--- config.mk ---
export PLATFORM = sky130hd
export DESIGN_NAME = token_avg_pool
export DESIGN_NICKNAME = d
export VERILOG_FILES = /design/src/rtl/token_avg_pool.sv
export SDC_FILE = /design/constraint.sdc
export NUM_CORES = 1
export LEC_CHECK = 0
export ABC_AREA = 1
export CORE_MARGIN = 2
export CORE_UTILIZATION = 60
export DETAILED_ROUTE_END_ITERATION = 7
export HOLD_SLACK_MARGIN = 0.15
export PLACE_DENSITY_LB_ADDON = 0.08
export SETUP_SLACK_MARGIN = 0.2
export SKIP_CTS_REPAIR_TIMING = 1
export SYNTH_ARGS = -nofsm -noshare
export SYNTH_HDL_FRONTEND = slang
export SYNTH_SLANG_ARGS = --single-unit
--- constraint.sdc ---
create_clock -name clk -period 7.15 [get_ports clk]
set_input_delay 2.145 -clock clk [delete_from_list [all_inputs] [get_ports clk]]
set_output_delay 2.145 -clock clk [all_outputs]
set_load 0.02 [all_outputs]
--- src/rtl/token_avg_pool.sv ---
// Token average pool: sums NTOK signed tokens per frame, takes the floor mean, adds bias
// and saturates to DW bits. A frame-length mismatch raises a one-cycle error pulse.
module token_avg_pool #(
  parameter int unsigned DW   = 16,
  parameter int unsigned NTOK = 16
) (
  input  logic          clk,
  input  logic          rst,
  input  logic          i_valid,
  input  logic [DW-1:0] i_data,
  input  logic          i_last,
  output logic          i_ready,
  input  logic [DW-1:0] bias,
  output logic          o_valid,
  input  logic          o_ready,
  output logic [DW-1:0] o_data,
  output logic          o_err
);

  localparam int unsigned LG = $clog2(NTOK);
  localparam int unsigned AW = DW + LG;
  localparam logic [LG-1:0] CntLast = LG'(NTOK - 1);

  typedef enum logic [1:0] {StIdle, StAcc, StOut} state_e;

  state_e        state_q, state_d;
  logic [AW-1:0] acc_q, acc_d;
  logic [LG-1:0] cnt_q, cnt_d;
  logic [DW-1:0] o_data_q, o_data_d;
  logic          o_err_q, o_err_d;

  logic          accept;
  logic [AW-1:0] tok_ext;
  logic [AW-1:0] tot;
  logic [DW-1:0] mean;
  logic [DW:0]   sum;
  logic [DW-1:0] sat;

  assign i_ready = (state_q != StOut);
  assign o_valid = (state_q == StOut);
  assign o_data  = o_data_q;
  assign o_err   = o_err_q;

  // Datapath: the upper DW bits of the total are the arithmetic shift by LG (floor mean).
  always_comb begin
    accept  = i_valid && i_ready;
    tok_ext = {{LG{i_data[DW-1]}}, i_data};
    tot     = acc_q + tok_ext;
    mean    = tot[AW-1:LG];
    sum     = {mean[DW-1], mean} + {bias[DW-1], bias};
    if (sum[DW] != sum[DW-1]) begin
      sat = sum[DW] ? {1'b1, {(DW-1){1'b0}}} : {1'b0, {(DW-1){1'b1}}};
    end else begin
      sat = sum[DW-1:0];
    end
  end

  always_comb begin
    state_d  = state_q;
    acc_d    = acc_q;
    cnt_d    = cnt_q;
    o_data_d = o_data_q;
    o_err_d  = 1'b0;
    case (state_q)
      StIdle: begin
        if (accept) begin
          if (i_last) begin
            o_err_d = 1'b1;
          end else begin
            acc_d   = tok_ext;
            cnt_d   = LG'(1);
            state_d = StAcc;
          end
        end
      end
      StAcc: begin
        if (accept) begin
          if (cnt_q == CntLast) begin
            o_data_d = sat;
            o_err_d  = ~i_last;
            state_d  = StOut;
          end else if (i_last) begin
            o_err_d = 1'b1;
            acc_d   = '0;
            cnt_d   = '0;
            state_d = StIdle;
          end else begin
            acc_d = tot;
            cnt_d = cnt_q + LG'(1);
          end
        end
      end
      StOut: begin
        if (o_ready) begin
          acc_d   = '0;
          cnt_d   = '0;
          state_d = StIdle;
        end
      end
      default: state_d = StIdle;
    endcase
  end

  always_ff @(posedge clk) begin
    if (rst) begin
      state_q  <= StIdle;
      acc_q    <= '0;
      cnt_q    <= '0;
      o_data_q <= '0;
      o_err_q  <= 1'b0;
    end else begin
      state_q  <= state_d;
      acc_q    <= acc_d;
      cnt_q    <= cnt_d;
      o_data_q <= o_data_d;
      o_err_q  <= o_err_d;
    end
  end

endmodule
==> flow_summary.json <==
{
  "outcome": "finished clean",
  "cts_tree": "built",
  "rsz0062_at_grt": "no",
  "clock_latency_ps": 300,
  "hp-class": "register to register",
  "antenna_found_initial": 0,
  "cts-root-buf": "clkbuf_8",
  "startpoint_type": "input pin",
  "dp.cells": 728,
  "drc": 0,
  "htreeDepth": 2,
  "path_cells": "clkdlybuf4s50_1, ha_1, fa_1, nand3_1, nand2_1, nand2_1, nand2_1, a21o_1, nand2_1, nand3_1, and2_1, ha_1, nand2_1, nand2_1, nand2_1, nand2_1, a21oi_2, nand2_1, nand2_1, nand2_2, a21oi_4, a21oi_1",
  "setup_viol": 0,
  "critPathRequiredTime_ps": 7330,
  "wl_um": 10340,
  "regArea_um2": 860.8,
  "syn-num-nets": 689,
  "cts.clk_slew.worst_paths_ps": 90,
  "dpl.hpwl_um": 8132,
  "grtUsageTotal": 0.2891,
  "antennaDiodeCount": 0,
  "netlist_area_um2": 3989,
  "drtIter0Drc": 159,
  "worstPathMaxFanout": 13,
  "cpPeakStageDelay_ps": 500,
  "max_freq_mhz": 173.7,
  "syn_area_per_cell_um2": 6.571,
  "crit_path_frequent_cell": "nand2_1",
  "grt_pass1_wl_um": 17360,
  "drtPass1Iterations": 5,
  "yosys_warnings": 0,
  "initial_utilization": 0.6246,
  "cts_buffer_depth": 2,
  "grt_pass1_vias": 4007,
  "holdCritStartpoint": "o_data[0]",
  "setup_tns_ps": 0,
  "post_drt_wl_per_cell_um": 14.05,
  "syn_inst": 607,
  "period_share": 0.8052,
  "r2r-start": "acc_q[0]",
  "vias_per_cell": 5.645,
  "hold_viol_final": 0,
  "ys_seq_elements": 43,
  "cts_sinks": 43,
  "synthDistinctLibCells": 43,
  "vias": 4155,
  "p_int_w": 0.001020,
  "num-fill-cells": 547,
  "p_leak_nw": 2.260,
  "fin_skew_ps": 5.100,
  "clockPowerShare": 0.069,
  "reg2reg_setup_slack_ps": 3390,
  "io_pins": 56,
  "layout_common_cells": "152 x nand2_1, 67 x inv_1, 65 x a21oi_1",
  "seq_area_frac_synth": 0.2158,
  "crit_arrival_ps": 5930,
  "globalplace.congestion": 0.9984,
  "die_w_um": 85.54,
  "fin_cells": 736,
  "sequentialPowerShare": 0.150,
  "port_buffers": 55,
  "tightest_slew_ps": 602.4,
  "p_per_area_nw_per_um2": 502.5,
  "area.growth.synth_to_final_pct": 16.69,
  "worstReg2RegEnd": "o_data[10]",
  "combPwrFrac": 0.782,
  "min_period_ps": 5757,
  "drv_slew": 0,
  "power_switching_w": 0.001319,
  "swShare": 0.5638,
  "whs_path_depth": 2,
  "dieHeight_um": 85.54,
  "dieArea_um2": 7316,
  "mostFrequentLayoutCell": "nand2_1",
  "multi_input_area_um2": 2784,
  "slowest_stage": "fa_1",
  "nets": 740,
  "route.antenna.remaining_nets": 0,
  "relSlewSlack": 0.5959,
  "grt_remaining_overflow": 0,
  "crit_type": "input pin to register",
  "rows": 29,
  "drive_gt1_frac": 0.08194,
  "irDropWorstVdd_mv": 0.3609,
  "max-cap-violations": 0,
  "numCtsBuffers": 5,
  "min_delay_worst_endpoint": "o_data[0]",
  "ff2ff_path_depth": 21,
  "core_um2": 6386,
  "endpoint_kind": "register",
  "grt_max_degree": 39
}
[worst max-delay path: cells and delay by family]
| kind | cells | cell delay, ps |
|---|---|---|
| and+or+nand+nor | 14 | 1240 |
| AOI/OAI and AO/OA | 4 | 950 |
| buffers and inverters | 1 | 430 |
| adders and majority gates | 3 | 1140 |
[cell type report]
| class | instances | share of cell area |
|---|---|---|
| clock buffer | 7 | 0.01640 |
| clock inverter | 1 | 0.001075 |
| inverter | 71 | 0.05726 |
| multi-input combinational | 480 | 0.5981 |
| sequential | 43 | 0.1849 |
| tap | 77 | 0.02070 |
| timing repair buffer | 57 | 0.1215 |
[cells in the mapped netlist, drive strengths merged]
library cell  number  area share
o21ai             49       0.062
fa                 2       0.010
or2                3      0.0047
a21boi             1      0.0019
a221oi             2      0.0044
nand2            166        0.17
buf                4       0.011
xnor2              3      0.0066
o21bai             2      0.0038
a31oi              1      0.0016
nand3             37       0.048
nor2              38       0.040
nand3b             2      0.0038
nor3               6      0.0088
o211ai             1      0.0019
xor2              17       0.037
a31o               2      0.0044
a22oi              1      0.0019
clkbuf             9      0.0085
dfxtp             43        0.22
a21oi             81        0.12
nand4              8       0.013
inv               70       0.066
nor4               1      0.0016
o21a               1      0.0019
a21o               2      0.0038
clkinv             1     0.00094
ha                43        0.13
and2              11       0.017
[worst max path at each step]
stage	from	end	slack (ps)	cells past startpoint
final	i_data[0]	o_data[10]	1390	22
after CTS	i_data[0]	o_data[10]	1390	22
after floorplan	i_data[0]	o_data[13]	2140	22
after global placement	i_data[0]	o_data[2]	1200	22
after detailed placement	i_data[0]	o_data[10]	1070	22
after global routing	i_data[0]	o_data[10]	1020	22
[cells by family after synthesis]
group	Yosys count	synth area share
xor+xnor	20	0.04392
flops	43	0.2158
compound gates	143	0.2064
fa+ha+maj	45	0.1449
buf+inv	84	0.08626
simple gates	272	0.3027
[through the flow]
step	setup WS (ps)	power [W]	utilization	hold WS (ps)	instance area [um^2]
3_5_place_dp	1074	0.002152	0.7161	461.1	4573
4_1_cts	1391	0.002314	0.7288	481.3	4654
6_report	1393	0.002339	0.7288	482.6	4654
3_3_place_gp	1197	0.002089	0.7161	463.5	4573
2_1_floorplan	2140	0.001793	-	478.7	3989
5_1_grt	1016	0.002580	0.7288	502.7	4654
[power by group through the flow]
stage	Sequential [W]	Combinational, W	Clock [W]
after floorplan	0.000343	0.00145	0
after global placement	0.000349	0.00174	0
after detailed placement	0.000353	0.00180	0
after CTS	0.000349	0.00181	0.000160
after global routing	0.000355	0.00206	0.000168
final	0.000350	0.00183	0.000161
[sequential cells by signal, summed over array words and instances, names as in the netlist]
register / cells
o_data: 16
cnt_q: 4
o_err: 1
acc_q: 20
state_q: 2
[per-layer routing]
| metal | track usage | vias up | share of wire |
|---|---|---|---|
| li1 | - | 2112 | - |
| met1 | 0.3459 | 1874 | 0.43 |
| met2 | 0.5099 | 135 | 0.48 |
| met3 | 0.03754 | 34 | 0.049 |
| met4 | 0.1400 | 0 | 0.041 |
| met5 | 0 | - | 0 |
Power figures use the tool's default switching activity.
